`config.mk`:
```
export PLATFORM = sky130hd
export DESIGN_NAME = lcd_cfg_sequencer
export DESIGN_NICKNAME = d
export VERILOG_FILES = /design/src/rtl/lcd_cfg_sequencer_pkg.sv /design/src/rtl/lcd_cfg_rom.sv /design/src/rtl/lcd_cfg_sequencer.sv
export SDC_FILE = /design/constraint.sdc
export NUM_CORES = 1
export LEC_CHECK = 0
export ABC_AREA = 1
export BUFFER_PORTS_ARGS = -buffer_cell sky130_fd_sc_hd__buf_2
export CAP_MARGIN = 5
export CORE_MARGIN = 5
export CORE_UTILIZATION = 45
export DETAILED_ROUTE_END_ITERATION = 10
export HOLD_SLACK_MARGIN = 0.12
export SLEW_MARGIN = 10
export SYNTH_ARGS = -nofsm -noshare
export SYNTH_HDL_FRONTEND = slang
export SYNTH_SLANG_ARGS = --single-unit
```
`constraint.sdc`:
```
create_clock -name i_clock -period 12.5 [get_ports i_clock]
set_input_delay 3.125 -clock i_clock [delete_from_list [all_inputs] [get_ports i_clock]]
set_output_delay 3.125 -clock i_clock [all_outputs]
set_load 0.005 [all_outputs]
```
`src/rtl/lcd_cfg_sequencer_pkg.sv`:
```
// Shared encodings for the LCD configuration sequencer:
// table entry layout, op codes and FSM state constants.
package lcd_cfg_sequencer_pkg;

    localparam int ENTRY_W = 17;

    typedef enum logic [1:0] {
        OP_WRITE  = 2'd0,
        OP_VERIFY = 2'd1,
        OP_DELAY  = 2'd2,
        OP_END    = 2'd3
    } op_e;

    typedef struct packed {
        op_e        op;
        logic [6:0] addr;
        logic [7:0] data;
    } entry_t;

    localparam logic [3:0] ST_PWRUP      = 4'd0;
    localparam logic [3:0] ST_FETCH      = 4'd1;
    localparam logic [3:0] ST_ISSUE      = 4'd2;
    localparam logic [3:0] ST_WAIT       = 4'd3;
    localparam logic [3:0] ST_CHECK      = 4'd4;
    localparam logic [3:0] ST_DELAY      = 4'd5;
    localparam logic [3:0] ST_IDLE       = 4'd6;
    localparam logic [3:0] ST_HOST_ISSUE = 4'd7;
    localparam logic [3:0] ST_HOST_WAIT  = 4'd8;
    localparam logic [3:0] ST_ERROR      = 4'd9;

endpackage

```
`src/rtl/lcd_cfg_rom.sv`:
```
// Init table for the LCD panel; registered read, one cycle latency.
// Addresses at or beyond TABLE_DEPTH read back as END.
module lcd_cfg_rom
    import lcd_cfg_sequencer_pkg::*;
#(
    parameter int TABLE_DEPTH = 32,
    parameter int AW          = 6
) (
    input  logic          i_clock,
    input  logic          i_reset,
    input  logic [AW-1:0] i_addr,
    output entry_t        o_entry
);

    entry_t entry_d;
    logic [ENTRY_W-1:0] entry_q;

    always_comb begin
        entry_d = '{OP_END, 7'h00, 8'h00};
        if (int'(i_addr) < TABLE_DEPTH) begin
            case (i_addr)
                AW'(0):  entry_d = '{OP_WRITE,  7'h08, 8'h36};
                AW'(1):  entry_d = '{OP_VERIFY, 7'h08, 8'h36};
                AW'(2):  entry_d = '{OP_WRITE,  7'h09, 8'h11};
                AW'(3):  entry_d = '{OP_DELAY,  7'h00, 8'h03};
                AW'(4):  entry_d = '{OP_WRITE,  7'h0A, 8'h22};
                AW'(5):  entry_d = '{OP_DELAY,  7'h00, 8'h00};
                AW'(6):  entry_d = '{OP_WRITE,  7'h0B, 8'h33};
                default: entry_d = '{OP_END,    7'h00, 8'h00};
            endcase
        end
    end

    always_ff @(posedge i_clock or posedge i_reset) begin
        if (i_reset) entry_q <= '0;
        else         entry_q <= entry_d;
    end

    assign o_entry = entry_t'(entry_q);

endmodule

```
`src/rtl/lcd_cfg_sequencer.sv`:
```
// Walks the LCD init table over SPI (write / read-verify / delay),
// then serves host register accesses from IDLE or ERROR.
module lcd_cfg_sequencer
    import lcd_cfg_sequencer_pkg::*;
#(
    parameter int TABLE_DEPTH    = 32,
    parameter int DELAY_UNIT     = 1000,
    parameter int POWERUP_CYCLES = 50000,
    parameter int MAX_RETRY      = 3,
    parameter int SPI_TIMEOUT    = 4096
) (
    input  logic       i_clock,
    input  logic       i_reset,
    input  logic       i_restart,
    output logic       o_spiTxBegin,
    output logic [6:0] o_spiTxAddress,
    output logic [7:0] o_spiTxData,
    input  logic       i_spiTxBusy,
    input  logic       i_spiTxDone,
    output logic       o_spiRxBegin,
    output logic [6:0] o_spiRxAddress,
    input  logic [7:0] i_spiRxData,
    input  logic       i_spiRxBusy,
    input  logic       i_spiRxDone,
    input  logic       i_hostReq,
    input  logic       i_hostWrite,
    input  logic [6:0] i_hostAddress,
    input  logic [7:0] i_hostData,
    output logic       o_hostAck,
    output logic [7:0] o_hostRxData,
    output logic       o_hostError,
    output logic       o_initDone,
    output logic       o_initError
);

    localparam int IW = $clog2(TABLE_DEPTH + 1);
    localparam int RW = $clog2(MAX_RETRY + 2);
    localparam logic [IW-1:0] IDX_END   = IW'(TABLE_DEPTH);
    localparam logic [RW-1:0] RETRY_MAX = RW'(MAX_RETRY);
    localparam logic [31:0] PWR_LAST  = 32'(POWERUP_CYCLES > 0 ? POWERUP_CYCLES - 1 : 0);
    localparam logic [31:0] UNIT_LAST = 32'(DELAY_UNIT > 0 ? DELAY_UNIT - 1 : 0);
    localparam logic [31:0] TMO_LAST  = 32'(SPI_TIMEOUT > 0 ? SPI_TIMEOUT - 1 : 0);

    logic [3:0]    state_q, state_d;
    logic [31:0]   cnt_q, cnt_d;
    logic [14:0]   dly_q, dly_d;
    logic [IW-1:0] idx_q, idx_d;
    logic [RW-1:0] retry_q, retry_d;
    logic [7:0]    rxbuf_q, rxbuf_d;
    logic          h_wr_q, h_wr_d;
    logic [6:0]    h_addr_q, h_addr_d;
    logic [7:0]    h_data_q, h_data_d;
    logic          tx_begin_q, tx_begin_d;
    logic          rx_begin_q, rx_begin_d;
    logic [6:0]    addr_q, addr_d;
    logic [7:0]    data_q, data_d;
    logic          ack_q, ack_d;
    logic [7:0]    hrx_q, hrx_d;
    logic          herr_q, herr_d;
    logic          done_q, done_d;
    logic          err_q, err_d;

    entry_t ent;
    logic   spi_idle;
    logic [3:0] home_st;

    // ROM is addressed with the next index so ent always matches idx_q.
    lcd_cfg_rom #(
        .TABLE_DEPTH (TABLE_DEPTH),
        .AW          (IW)
    ) u_rom (
        .i_clock (i_clock),
        .i_reset (i_reset),
        .i_addr  (idx_d),
        .o_entry (ent)
    );

    assign spi_idle = !i_spiTxBusy && !i_spiRxBusy;
    assign home_st  = err_q ? ST_ERROR : ST_IDLE;

    always_comb begin
        state_d    = state_q;
        cnt_d      = cnt_q;
        dly_d      = dly_q;
        idx_d      = idx_q;
        retry_d    = retry_q;
        rxbuf_d    = rxbuf_q;
        h_wr_d     = h_wr_q;
        h_addr_d   = h_addr_q;
        h_data_d   = h_data_q;
        tx_begin_d = 1'b0;
        rx_begin_d = 1'b0;
        addr_d     = addr_q;
        data_d     = data_q;
        ack_d      = 1'b0;
        hrx_d      = hrx_q;
        herr_d     = 1'b0;
        done_d     = done_q;
        err_d      = err_q;
        unique case (state_q)
            ST_PWRUP: begin
                cnt_d = cnt_q + 32'd1;
                if (cnt_q >= PWR_LAST) begin
                    cnt_d   = '0;
                    idx_d   = '0;
                    state_d = ST_FETCH;
                end
            end
            ST_FETCH: begin
                if (idx_q == IDX_END || ent.op == OP_END) begin
                    done_d  = 1'b1;
                    state_d = ST_IDLE;
                end else if (ent.op == OP_DELAY) begin
                    cnt_d   = '0;
                    dly_d   = '0;
                    state_d = ST_DELAY;
                end else begin
                    state_d = ST_ISSUE;
                end
            end
            ST_ISSUE: begin
                if (spi_idle) begin
                    tx_begin_d = (ent.op == OP_WRITE);
                    rx_begin_d = (ent.op == OP_VERIFY);
                    addr_d     = ent.addr;
                    data_d     = ent.data;
                    cnt_d      = '0;
                    state_d    = ST_WAIT;
                end
            end
            ST_WAIT: begin
                cnt_d = cnt_q + 32'd1;
                if (i_spiTxDone) begin
                    idx_d   = idx_q + IW'(1);
                    retry_d = '0;
                    state_d = ST_FETCH;
                end else if (i_spiRxDone) begin
                    rxbuf_d = i_spiRxData;
                    state_d = ST_CHECK;
                end else if (cnt_q >= TMO_LAST) begin
                    err_d   = 1'b1;
                    state_d = ST_ERROR;
                end
            end
            ST_CHECK: begin
                if (rxbuf_q == ent.data) begin
                    idx_d   = idx_q + IW'(1);
                    retry_d = '0;
                    state_d = ST_FETCH;
                end else if (retry_q == RETRY_MAX) begin
                    err_d   = 1'b1;
                    state_d = ST_ERROR;
                end else begin
                    retry_d = retry_q + RW'(1);
                    state_d = ST_ISSUE;
                end
            end
            ST_DELAY: begin
                if (dly_q == {ent.addr, ent.data}) begin
                    idx_d   = idx_q + IW'(1);
                    retry_d = '0;
                    state_d = ST_FETCH;
                end else if (cnt_q >= UNIT_LAST) begin
                    cnt_d = '0;
                    dly_d = dly_q + 15'd1;
                end else begin
                    cnt_d = cnt_q + 32'd1;
                end
            end
            ST_IDLE, ST_ERROR: begin
                // ack_q gate keeps a still-held request from re-issuing.
                if (i_restart) begin
                    done_d  = 1'b0;
                    err_d   = 1'b0;
                    idx_d   = '0;
                    retry_d = '0;
                    state_d = ST_FETCH;
                end else if (i_hostReq && !ack_q) begin
                    h_wr_d   = i_hostWrite;
                    h_addr_d = i_hostAddress;
                    h_data_d = i_hostData;
                    state_d  = ST_HOST_ISSUE;
                end
            end
            ST_HOST_ISSUE: begin
                if (spi_idle) begin
                    tx_begin_d = h_wr_q;
                    rx_begin_d = !h_wr_q;
                    addr_d     = h_addr_q;
                    data_d     = h_data_q;
                    cnt_d      = '0;
                    state_d    = ST_HOST_WAIT;
                end
            end
            ST_HOST_WAIT: begin
                cnt_d = cnt_q + 32'd1;
                if (i_spiTxDone || i_spiRxDone) begin
                    ack_d   = 1'b1;
                    hrx_d   = h_wr_q ? hrx_q : i_spiRxData;
                    state_d = home_st;
                end else if (cnt_q >= TMO_LAST) begin
                    ack_d   = 1'b1;
                    herr_d  = 1'b1;
                    state_d = home_st;
                end
            end
            default: state_d = ST_PWRUP;
        endcase
    end

    always_ff @(posedge i_clock or posedge i_reset) begin
        if (i_reset) begin
            state_q    <= ST_PWRUP;
            cnt_q      <= '0;
            dly_q      <= '0;
            idx_q      <= '0;
            retry_q    <= '0;
            rxbuf_q    <= '0;
            h_wr_q     <= 1'b0;
            h_addr_q   <= '0;
            h_data_q   <= '0;
            tx_begin_q <= 1'b0;
            rx_begin_q <= 1'b0;
            addr_q     <= '0;
            data_q     <= '0;
            ack_q      <= 1'b0;
            hrx_q      <= '0;
            herr_q     <= 1'b0;
            done_q     <= 1'b0;
            err_q      <= 1'b0;
        end else begin
            state_q    <= state_d;
            cnt_q      <= cnt_d;
            dly_q      <= dly_d;
            idx_q      <= idx_d;
            retry_q    <= retry_d;
            rxbuf_q    <= rxbuf_d;
            h_wr_q     <= h_wr_d;
            h_addr_q   <= h_addr_d;
            h_data_q   <= h_data_d;
            tx_begin_q <= tx_begin_d;
            rx_begin_q <= rx_begin_d;
            addr_q     <= addr_d;
            data_q     <= data_d;
            ack_q      <= ack_d;
            hrx_q      <= hrx_d;
            herr_q     <= herr_d;
            done_q     <= done_d;
            err_q      <= err_d;
        end
    end

    assign o_spiTxBegin   = tx_begin_q;
    assign o_spiTxAddress = addr_q;
    assign o_spiTxData    = data_q;
    assign o_spiRxBegin   = rx_begin_q;
    assign o_spiRxAddress = addr_q;
    assign o_hostAck      = ack_q;
    assign o_hostRxData   = hrx_q;
    assign o_hostError    = herr_q;
    assign o_initDone     = done_q;
    assign o_initError    = err_q;

endmodule

```
==> results by stage, run 1 <==
Run status:
- The flow ran to the end, and the final reports show no timing, DRC or antenna violations.

STA:
- The total count of hold-check failures in the final report was 0.
- Setup repair after global routing left no endpoint under its margin.
- Headroom to the max-slew limit came out at 0.3493.
- The final period demand of the worst path is just over 5 ns.
- For the pin with the worst max-slew slack, the measured transition is a little under 1 ns.
- After layout, the worst setup slack is around 7.5 ns.
- The maximum clock rate is between 0.15 and 0.2 GHz.
- In the finished design, the share of the clock period the worst path needs comes to 0.4029.
- The number of endpoints failing setup at the final stage is 0.
- For the final database, setup skew stands at just over 0.01 ns.
- Setup total negative slack on the finished layout was measured at 0 ns.
- The final max-slew violation count is 0.

Power:
- VDD sags by at most approximately 140 uV.
- Cell internal power was estimated by the tool at roughly 1000 uW.
- The clock power share is 0.303.
- For this design the total switching power over the nets is 692.7 uW.
- The sequential group share of total power is 0.333.
- The switching share of total power is 0.3992.
- The portion of total power attributed to combinational logic is 0.364.
- The power density relative to cell area is around 210 nW/um^2.
- Summed over all cells, the static leakage comes to approximately 0.0041 uW.

GRT:
- The global-route wire length before repair is about 30 mm.
- The global routing usage on met1 is 0.2940.
- The all-layer global routing usage is 0.2044.
- The initial antenna violation count came to 0.
- For met2 alone, demand over resource in global routing was 0.3100.
- Entering global routing, the biggest net connects 70 pins.
- Global routing finished with a remaining overflow of 0.
- The via count of the first global-routing pass is a little under 6,000.
- In the global route stage, met3 resource usage came out at 0.04718.
- The highest-utilization routing layer at the global route stage is met2.

Synth:
- After synthesis, the largest family of logic cells by area is simple AND/OR/NAND/NOR gates.
- The commonest cells after synthesis are nand2_1 (238), dfrtp_1 (123), nor2_1 (111), inv_1 (109), nand3_1 (56).
- The post-synthesis area per instance is between 7 and 8 sq um.
- The warning count from the yosys run is 0.
- The complex-gate fraction of the synthesized area was 0.07718.
- Counting every net in the synthesized netlist gives 965.
- The library cell occupying the most area in the post-synthesis netlist is dfrtp_1.
- The share of the synthesized area in the top cell type is 0.4335.
- The prevailing post-synth register cell is dfrtp_1.
- The XOR/XNOR share of the synthesized area is 0.02837.
- Of the total synthesized cell area, the portion taken by full adders, half adders and majority gates is 0.01057.
- The fraction of synthesized area in multiplexers is 0.03330.
- The proportion of synthesized chip area in sequential cells is 0.4335.
- By instance count, the leading cell after synthesis is nand2_1.
- Yosys mapped the design onto 42 distinct sky130hd cell types.
- Sorting the synthesized cells by area gives the leading types as dfrtp_1 (43%), nand2_1 (13%), nor2_1 (5.9%).
- The synthesized area is 7101 sq um.
- After technology mapping, the gate count stands at around 930.
- For this run, asynchronously set or reset flops after synthesis account for 1.000.
- Counting flops with a built-in enable in the synthesized netlist gives 0.
- The simple-gate area share of the yosys netlist is 0.3297.
- Synthesis inferred about 120 register bits.

CTS:
- The root buffer cell chosen for the clock tree is clkbuf_16.
- The clock sink total is 123.
- The number of clock buffers added by TritonCTS is 17.
- The number of gates resized after CTS was 0.
- The number of buffers on the longest clock path is 2.
- The clock latency reported for the late side of the worst-skew pair is around 0.42 ns.
- The hold buffer count at CTS is 0.
- The H-tree was split into 4 levels.
- After clock tree synthesis, the clock-pin slew on the worst setup and hold paths is about 0.06 ns.
- TritonCTS built the clock tree.
- The buffer count from post-CTS setup fixing is 0.

Finish:
- The area growth from synthesis to layout is 15.40%.
- The fraction of final layout cells sized beyond drive strength 1 is 0.1864.
- After filler insertion, the fill cell instance count of the layout stands at ~1,600.
- The final net count is 1,030.
- The number of diodes is 0.
- The final cell count without fillers is ~1,200.

Setup path:
- The largest driver fanout on the critical path is 22.
- The delay of the slowest critical-path stage is approximately 0.76 ns.
- The signal on the critical path passes through buf_2 > nor2_1 > buf_4 > a21oi_1 > a31oi_1 > nand3_2 > inv_1 > nand2_1 > xor2_1 > nor2_1.
- The cell count of the worst reg-to-reg path is 12.
- STA classifies the critical path startpoint as an input port.
- By instance count, the cell type seen most on the critical path is nor2_1.
- The worst register-to-register path begins at state_q[0].
- The cell type of the slowest stage on the worst timing path is inv_1.
- Data on the critical path is required at its endpoint by 12.77 ns.
- The most critical setup path has its startpoint at i_spiRxBusy.
- The end of the worst register-to-register path is dly_q[10].
- The worst setup path category is input port to flop.
- The internal reg-to-reg setup slack is just over 9 ns.
- STA puts the critical path data arrival time at between 5 and 6 ns.
- The worst setup path is captured at a flop.

Route:
- In this run the remaining antenna-violating nets after routing total 0.
- For this run, the detailed router's first-pass iteration total came to 5.
- After detailed routing, the total wire length is between 15 and 20 mm.
- The mean number of vias per cell is roughly 5.
- For this block, the initial DRC count from the detailed router was between 400 and 500.
- In the routed design, unresolved DRC markers number 0.
- The routed length per instance is about 15 microns.
- The via count is 6,279.

Placed design:
- The estimated wirelength of the detail-placed design is 13.01 mm.
- At the placement stage, the worst setup path has a slack of roughly 7 ns.
- At the end of routability-driven placement, the weighted congestion stood at between 0.8 and 0.9.
- Port buffering added 67 buffers.
- The number of placed instances, taps included, is about 1,200.

Min path:
- In this run the worst hold path is classified as flop to flop.
- The depth of the worst hold-timing path is 2.
- The destination of the worst hold path is o_spiTxData[6].
- The start point of the worst hold path is o_spiTxData[6].

Run:
- The number of max-cap violations is 0.

Floorplan:
- The horizontal extent of the die is approximately 140 microns.
- For this configuration, the core starts out at a cell density of 0.4536.
- During I/O placement, the number of pins put on the boundary was 68.
- After floorplanning, the core was divided into 46 placement rows.
- Measured along the y axis, the die boundary spans approximately 140 microns.
- The area of the core region is between 15,000 and 20,000 sq um.
- The die covers ~18,000 sq um.
## layout make-up
cell class | instances | area (sq um) | area share
multi-input combinational | 656 | 3402 | 0.4152
sequential | 123 | 3078 | 0.3756
inverter | 125 | 471.7 | 0.05757
clock buffer | 19 | 452.9 | 0.05528
timing repair buffer | 69 | 350.3 | 0.04275
tap | 216 | 270.3 | 0.03298
clock inverter | 11 | 168.9 | 0.02061
## flip-flops by register name, indices dropped and copies added (netlist names)
signal,count
cnt_q,32
dly_q,15
h_addr_q,7
h_data_q,8
h_wr_q,1
idx_q,6
o_hostAck,1
o_hostError,1
o_hostRxData,8
o_initDone,1
o_initError,1
o_spiRxAddress,7
o_spiRxBegin,1
o_spiTxBegin,1
o_spiTxData,8
retry_q,3
rxbuf_q,8
state_q,4
u_rom.o_entry,10
## kinds of logic (layout without fill, tap and decap cells)
| family | after synthesis | after routing |
|---|---|---|
| mux | 21 | 21 |
| flops | 123 | 123 |
| simple gates | 510 | 510 |
| fa+ha+maj | 6 | 6 |
| compound gates | 96 | 96 |
| xor+xnor | 23 | 23 |
| buf+inv | 148 | 224 |
## power groups by stage
stage | Combinational, uW | Clock [uW] | Sequential [uW]
5_1_grt | 724 | 552 | 594
3_3_place_gp | 624 | 0 | 584
2_1_floorplan | 505 | 0 | 564
3_5_place_dp | 631 | 0 | 584
4_1_cts | 636 | 533 | 579
6_report | 632 | 525 | 578
## per-layer routing
metal | routed length, microns | vias to the layer above
met5 | 0 | -
met4 | 279 | 0
met3 | 1011 | 25
met2 | 7814 | 169
met1 | 8788 | 2948
li1 | - | 3137
## placed cells by master (no fill, tap or decap), types with 14 or more instances in the layout
cell	instances
mux2_2	21
nor3_1	25
clkbuf_16	17
o21ai_0	41
dfrtp_1	123
nand4_1	23
xor2_1	17
inv_1	108
nor2_1	111
nand3_1	56
inv_2	16
nand2_1	238
buf_2	67
a21oi_1	14
## through the flow
step	power (uW)	util	instance area, sq um	hold slack, ns
finish	1735	0.5234	8194	0.4648
global route	1870	0.5234	8194	0.5020
CTS	1748	0.5234	8194	0.4724
detailed placement	1215	0.4837	7572	0.4578
global placement	1208	0.4837	7572	0.4552
floorplan	1069	-	7101	0.4459
## critical path: cells and delay by family
family / cells / cell delay [ns]
compound gates: 2 / 0.28
xor+xnor: 1 / 0.16
buf+inv: 3 / 1.04
simple gates: 4 / 0.69
## how the worst max path moves through the flow
| stage | cells past startpoint | endpoint | slack, ns |
|---|---|---|---|
| 2_1_floorplan | 1 | cnt_q[0] | 6.10 |
| 3_3_place_gp | 10 | cnt_q[6] | 7.05 |
| 3_5_place_dp | 10 | cnt_q[6] | 7.02 |
| 4_1_cts | 10 | cnt_q[14] | 7.45 |
| 5_1_grt | 10 | cnt_q[6] | 7.19 |
| 6_report | 10 | cnt_q[6] | 7.46 |
Note: power is estimated with default switching activity, not from simulation.
==> inputs of run 2 (changes only) <==
- clock period: 12.5 -> 5.1 ns (I/O delays scaled with it)
==> results by stage, run 2 (synthesis results as in run 1) <==
Placed design:
- The estimated wirelength of the detail-placed design is 13.35 mm (was 13.01 mm).
- The number of buffers added on ports was 67 (unchanged).
- The placement-stage cell area is 7595 sq um (was 7572 sq um).
- The final RePlAce weighted congestion came to 0.9160 (was 0.8785).

GRT:
- The all-layer global routing usage is 0.2047 (was 0.2044).
- The total congestion overflow is 0 (unchanged).
- The maximum number of pins on one net before global-route repair came to 70 (unchanged).
- The initial antenna violation count is 0 (unchanged).
- The via count of the first global-routing pass was 6,042 (was 5,933).
- The global-route wire length before repair is 30.04 mm (was 29.83 mm).

CTS:
- The clock latency reported for the late side of the worst-skew pair is 0.43 ns (was 0.42 ns).
- The clock sink total came to 123 (unchanged).
- The number of buffers on the longest clock path is 2 (unchanged).
- The clock tree from TritonCTS is done (unchanged).
- The hold buffer count at CTS is 0 (unchanged).
- The number of gates resized after CTS is 0 (unchanged).
- The CTS H-tree depth is 4 (unchanged).
- The clock-pin slew on the worst setup and hold paths is 0.06 ns (about the same).
- The buffer count from post-CTS setup fixing came to 0 (unchanged).
- The buffer type at the clock tree root was clkbuf_16 (unchanged).
- The TritonCTS buffer count is 17 (unchanged).

Finish:
- The cell area after layout was 8159 sq um (was 8194 sq um).
- The commonest non-fill, non-tap cell in the layout is nand2_1 (unchanged).
- The number of diodes is 0 (unchanged).
- The area growth from synthesis to layout came to 14.91% (was 15.40%).
- The number of flip-flops in the largest register is 32 (unchanged).
- The share of the core filled with cells is 0.5212 (was 0.5234).
- The register with the highest flop count is cnt_q (unchanged).
- Leading cell types in the layout, fill and taps excluded: nand2_1 (238), dfrtp_1 (123), nor2_1 (111) (unchanged).
- The fraction of final layout cells sized beyond drive strength 1 was 0.1905 (was 0.1864).
- The final net count came to 1,033 (was 1,030).

Power:
- The total leakage power is 0.004122 uW (was 0.004131 uW).
- The worst vdd rail ir drop came to 327.2 uV (was 136.0 uV).
- The power density relative to cell area is 509.6 nW/um^2 (was 211.8 nW/um^2).

Route:
- The post-detailed-routing wire length is 17.96 mm (was 17.89 mm).
- The detailed-route DRC error count is 0 (unchanged).
- The mean number of vias per cell is 5.096 (was 5.151).
- The via count is 6,237 (was 6,279).
- The initial DRC count came to 375 (was 406).
- The number of iterations in the first detailed-routing pass is 5 (unchanged).
- The routed length per instance is 14.67 microns (was 14.68 microns).
- The residual antenna-violating net count after detailed routing is 0 (unchanged).

STA:
- The clock period could shrink to ~3.0 ns.
- RSZ-0062 raised after global routing: no (unchanged).
- The total count of hold-check failures in the final report was 0 (unchanged).
- The transition time of the tightest slew-check pin is 0.8908 ns (was 0.9750 ns).
- The max-slew headroom at the worst pin is 0.4061 (was 0.3493).
- The setup clock skew after layout is 0.008364 ns (was 0.01006 ns).
- The summed negative setup slack over all endpoints was 0 ns (unchanged).
- The minimum hold slack is 0.4832 ns (was 0.4648 ns).
- The maximum clock rate is 0.3280 GHz.
- The number of endpoints failing setup at the final stage came to 0 (unchanged).
- The final max-slew violation count is 0 (unchanged).
- The final worst-path cycle share is 0.5977.

Setup path:
- The data arrival at the endpoint of the critical path came to 3.36 ns (was 5.30 ns).
- The critical path endpoint category is a flop (unchanged).
- The required arrival time at the worst endpoint is 5.41 ns (was 12.77 ns).
- The worst setup path category was flop to flop (was input port to flop).
- The sort of element at the start of the critical path is a flop (was input port).
- The largest driver fanout on the critical path is 13 (was 22).

Run:
- The number of max-cap violations is 0 (unchanged).

Floorplan:
- The effective utilization at floorplan was 0.4536 (unchanged).
- The count of standard-cell rows is 46 (unchanged).
- The number of I/O pins came to 68 (unchanged).
- The floorplan die height is 135.6 microns (unchanged).
- The horizontal extent of the die is 135.6 microns (unchanged).
- The die area is 18,390 sq um (unchanged).
- The area of the core region came to 15,660 sq um (unchanged).

Min path:
- The class of the most critical hold timing path is flop to flop (unchanged).

Run status:
- Status: finished clean (unchanged).
-- run 2: cell count changes in the layout (fill, tap and decap cells not counted) --
cell       change
inv_6          +4
buf_4          +3
bufinv_16      -3
clkbuf_8       -2
clkinv_2       +1
clkinv_4       +1
inv_8          +1
-- run 2: stage by stage --
step / cells / total power, uW / worst slack [ns]
2_1_floorplan: 927 / 2620 / 0.5541
4_1_cts: 1224 / 4190 / 2.067
5_1_grt: 1224 / 4486 / 1.724
3_3_place_gp: 1192 / 2983 / 1.753
6_report: 1224 / 4158 / 2.052
3_5_place_dp: 1192 / 3006 / 1.654
-- run 2: final cells by class --
type	count	area, sq um
Multi-Input combinational cell	656	3402
Fill cell	1567	7496
Sequential cell	123	3078
Clock buffer	17	425.4
Tap cell	216	270.3
Inverter	125	471.7
Timing Repair Buffer	72	372.9
Clock inverter	15	138.9
-- run 2: layer usage --
metal / wire length (microns) / track usage / vias up
li1: - / - / 3144
met1: 8826 / 0.2928 / 2902
met2: 7778 / 0.3050 / 167
met3: 983 / 0.05015 / 24
met4: 367 / 0.06775 / 0
met5: 0 / 0 / -
-- run 2: path summary, 6_finish.rpt --
path,start,to,slack [ns],depth (start not counted)
max,state_q[0],dly_q[10],2.05,12
min,retry_q[1],retry_q[1],0.48,2
max reg2reg,state_q[0],dly_q[10],2.05,12
min reg2reg,retry_q[1],retry_q[1],0.48,2
max in group asynchronous,i_reset,h_addr_q[6],3.13,3
min in group asynchronous,i_reset,o_hostRxData[3],1.04,2
-- run 2: worst max-delay path: stages (launching register included) --
cell and delay, ns:
dfrtp_1 0.42, inv_2 0.08, nor2_2 0.05, nand2_1 0.36, inv_1 0.28, nand2_2 0.19, nand2_2 0.08, nor3_2 0.63
inv_1 0.39, nor3_2 0.26, nand3_1 0.09, nand2_1 0.07, a21oi_1 0.04
-- run 2: report_power, final --
| part | internal (uW) | switching (uW) |
|---|---|---|
| Combinational | 508 | 1070 |
| Clock | 678 | 487 |
| Sequential | 1230 | 185 |
| Total | 2420 | 1740 |
==> inputs of run 3 (changes only) <==
- PLACE_DENSITY: unset -> 0.66
- clock period: 5.1 -> 2.5 ns (I/O delays scaled with it)
==> results by stage, run 3 (synthesis results as in run 1) <==
Run status:
- Status: finished clean (unchanged).

Finish:
- Leading cell types in the layout, fill and taps excluded: nand2_1 (238), dfrtp_1 (122), nor2_1 (108) (was nand2_1 (238), dfrtp_1 (123), nor2_1 (111)).
- The number of diodes came to 0 (unchanged).
- The fraction of final layout cells sized beyond drive strength 1 is 0.2130 (was 0.1905).
- The final net count is 1,053 (was 1,033).
- The area growth from synthesis to layout is 18.54% (was 14.91%).
- The number of flip-flops in the largest register is 32 (unchanged).
- The register with the highest flop count was cnt_q (unchanged).
- The commonest non-fill, non-tap cell in the layout is nand2_1 (unchanged).

GRT:
- The global-route track usage on met3 is 0.04421 (was 0.05015).
- The initial antenna violation count came to 0 (unchanged).
- The maximum number of pins on one net before global-route repair came to 124 (was 70).
- The total congestion overflow is 0 (unchanged).
- The all-layer global routing usage is 0.2029 (was 0.2047).
- The global-route wire length before repair is 29.90 mm (was 30.04 mm).
- The via count of the first global-routing pass was 6,039 (was 6,042).
- The highest-utilization routing layer at the global route stage is met2 (unchanged).
- The global routing met2 resource utilization is 0.3089 (was 0.3050).
- The global routing usage on met1 is 0.2936 (was 0.2928).

CTS:
- The TritonCTS buffer count is 17 (unchanged).
- The CTS H-tree depth is 4 (unchanged).
- The clock latency reported for the late side of the worst-skew pair is 0.42 ns (was 0.43 ns).
- The buffer type at the clock tree root is clkbuf_16 (unchanged).
- The clock-pin slew on the worst setup and hold paths is 0.06 ns (about the same).
- The clock sink total was 123 (unchanged).
- The number of buffers on the longest clock path is 2 (unchanged).
- The clock tree from TritonCTS is done (unchanged).

Min path:
- The class of the most critical hold timing path is input port to async pin (was flop to flop).

Run:
- The number of max-cap violations is 0 (unchanged).

Floorplan:
- The die area came to 18,390 sq um (unchanged).
- The area of the core region is 15,660 sq um (unchanged).
- The effective utilization at floorplan was 0.4536 (unchanged).
- The horizontal extent of the die is 135.6 microns (unchanged).
- The floorplan die height is 135.6 microns (unchanged).
- The number of I/O pins was 68 (unchanged).
- The count of standard-cell rows is 46 (unchanged).

Placed design:
- The number of buffers added on ports was 67 (unchanged).
- The final RePlAce weighted congestion was 0.9407 (was 0.9160).
- The estimated wirelength of the detail-placed design was 13.17 mm (was 13.35 mm).
- The post-placement setup slack is 0.05347 ns (was 1.654 ns).

Power:
- The total power is 9029 uW (was 4158 uW).
- The switching share of total power is 0.4041 (was 0.4184).
- The worst vdd rail ir drop was 658.3 uV (was 327.2 uV).
- The portion of total power attributed to combinational logic is 0.406 (was 0.379).
- The clock power share is 0.275 (was 0.280).
- The sequential group share of total power was 0.319 (was 0.341).
- The internal power consumption is 5381 uW (was 2418 uW).
- The net switching power is 3648 uW (was 1740 uW).
- The total leakage power is 0.004226 uW (was 0.004122 uW).
- The power density relative to cell area came to 1073 nW/um^2 (was 509.6 nW/um^2).

Route:
- The routed length per instance is 14.28 microns (was 14.67 microns).
- The post-detailed-routing wire length is 17.76 mm (was 17.96 mm).
- The initial DRC count came to 527 (was 375).
- The residual antenna-violating net count after detailed routing was 0 (unchanged).
- The mean number of vias per cell is 5.096 (about the same).
- The via count is 6,340 (was 6,237).
- The detailed-route DRC error count was 0 (unchanged).
- The number of iterations in the first detailed-routing pass is 5 (unchanged).

Setup path:
- Cell Chain, Critical Path: inv_1 > ha_1 > nand4_1 > a21oi_2 > nand2_1 > nand3_2 > buf_6 > buf_6 > nor2_1 > or2_2 > nand2_1 > nor2_1 (was inv_2 > nor2_2 > nand2_1 > inv_1 > nand2_2 > nand2_2 > nor3_2 > inv_1 > nor3_2 > nand3_1 > nand2_1 > a21oi_1).
- The required arrival time at the worst endpoint is 2.79 ns (was 5.41 ns).
- The cell type of the slowest stage on the worst timing path is dfrtp_1 (was nor3_2).
- The critical path endpoint category is a flop (unchanged).
- The worst setup path category was flop to flop (unchanged).
- The largest driver fanout on the critical path came to 12 (was 13).
- The data arrival at the endpoint of the critical path is 2.58 ns (was 3.36 ns).
- The sort of element at the start of the critical path is a flop (unchanged).
- The delay of the slowest critical-path stage is 0.44 ns (was 0.63 ns).

STA:
- The final period demand of the worst path came to 2.288 ns (was 3.048 ns).
- The maximum clock rate is 0.4371 GHz (was 0.3280 GHz).
- The summed negative setup slack over all endpoints is 0 ns (unchanged).
- The final worst slack is 0.2122 ns (was 2.052 ns).
- The max-slew headroom at the worst pin is 0.5141 (was 0.4061).
- The total count of hold-check failures in the final report is 0 (unchanged).
- The transition time of the tightest slew-check pin was 0.7288 ns (was 0.8908 ns).
- The final worst-path cycle share was 0.9151 (was 0.5977).
- The setup clock skew after layout came to 0.008062 ns (was 0.008364 ns).
- RSZ-0062 raised after global routing: no (unchanged).
- The number of endpoints failing setup at the final stage is 0 (unchanged).
- The final max-slew violation count was 0 (unchanged).
-- run 3: changes by cell type in the layout (fill, tap and decap cells not counted), sizes merged --
cell,previous run,this run
buf,72,92
bufinv,1,2
inv,131,128
clkbuf,17,18
clkinv,7,4
clkinvlp,1,5
-- run 3: final timing paths --
check	start	to	slack, ns	depth (start not counted)
worst max-delay path	idx_q[0]	cnt_q[12]	0.21	12
worst min-delay path	i_reset	o_hostRxData[3]	0.35	3
worst max register to register	idx_q[0]	cnt_q[12]	0.21	12
worst min register to register	o_spiTxData[7]	o_spiTxData[7]	0.47	2
max in group asynchronous	i_reset	dly_q[7]	1.56	3
min in group i_clock	i_hostAddress[0]	h_addr_q[0]	0.43	2
-- run 3: what timing repair did --
item / 4_1_cts / 5_1_grt
setup endpoints to repair: 0 / 21
buffers inserted: 0 / 2
gates resized for setup: 0 / 13
hold buffers: 0 / 0
-- run 3: power groups by stage --
stage	combinational [uW]	sequential, uW	clock, uW
floorplan	2520	2820	0
global placement	3410	2900	0
detailed placement	3460	2910	0
CTS	3480	2880	2530
global route	4120	2950	2630
finish	3660	2880	2480
-- run 3: final cells by class --
class,instances,area (sq um)
fill,1504,7238
multi-input combinational,656,3438
sequential,123,3079
timing repair buffer,92,555.5
inverter,125,476.7
clock buffer,18,439.2
tap,216,270.3
clock inverter,14,157.7
-- run 3: routing by layer --
metal	vias to the layer above	wire, microns
met5	-	0
met4	0	216
met3	19	927
met2	184	8023
met1	2956	8597
li1	3181	-
-- run 3: per-stage QoR --
step                      cell area (sq um)  cells  hold WS (ns)  utilization
after global placement                 7756   1210        0.4568       0.4954
after CTS                              8353   1242        0.4170       0.5336
after floorplan                        7104    927        0.4459            -
final                                  8417   1244        0.3520       0.5376
after global routing                   8417   1244        0.4158       0.5376
after detailed placement               7756   1210        0.4591       0.4954
-- run 3: critical path, delay by kind of cell (launching register included) --
family	cells	cell delay (ns)
AND/OR/NAND/NOR	7	0.93
flip-flops	1	0.44
AO/OA/AOI/OAI	1	0.19
buffers and inverters	3	0.44
adder cells (fa/ha/maj)	1	0.14
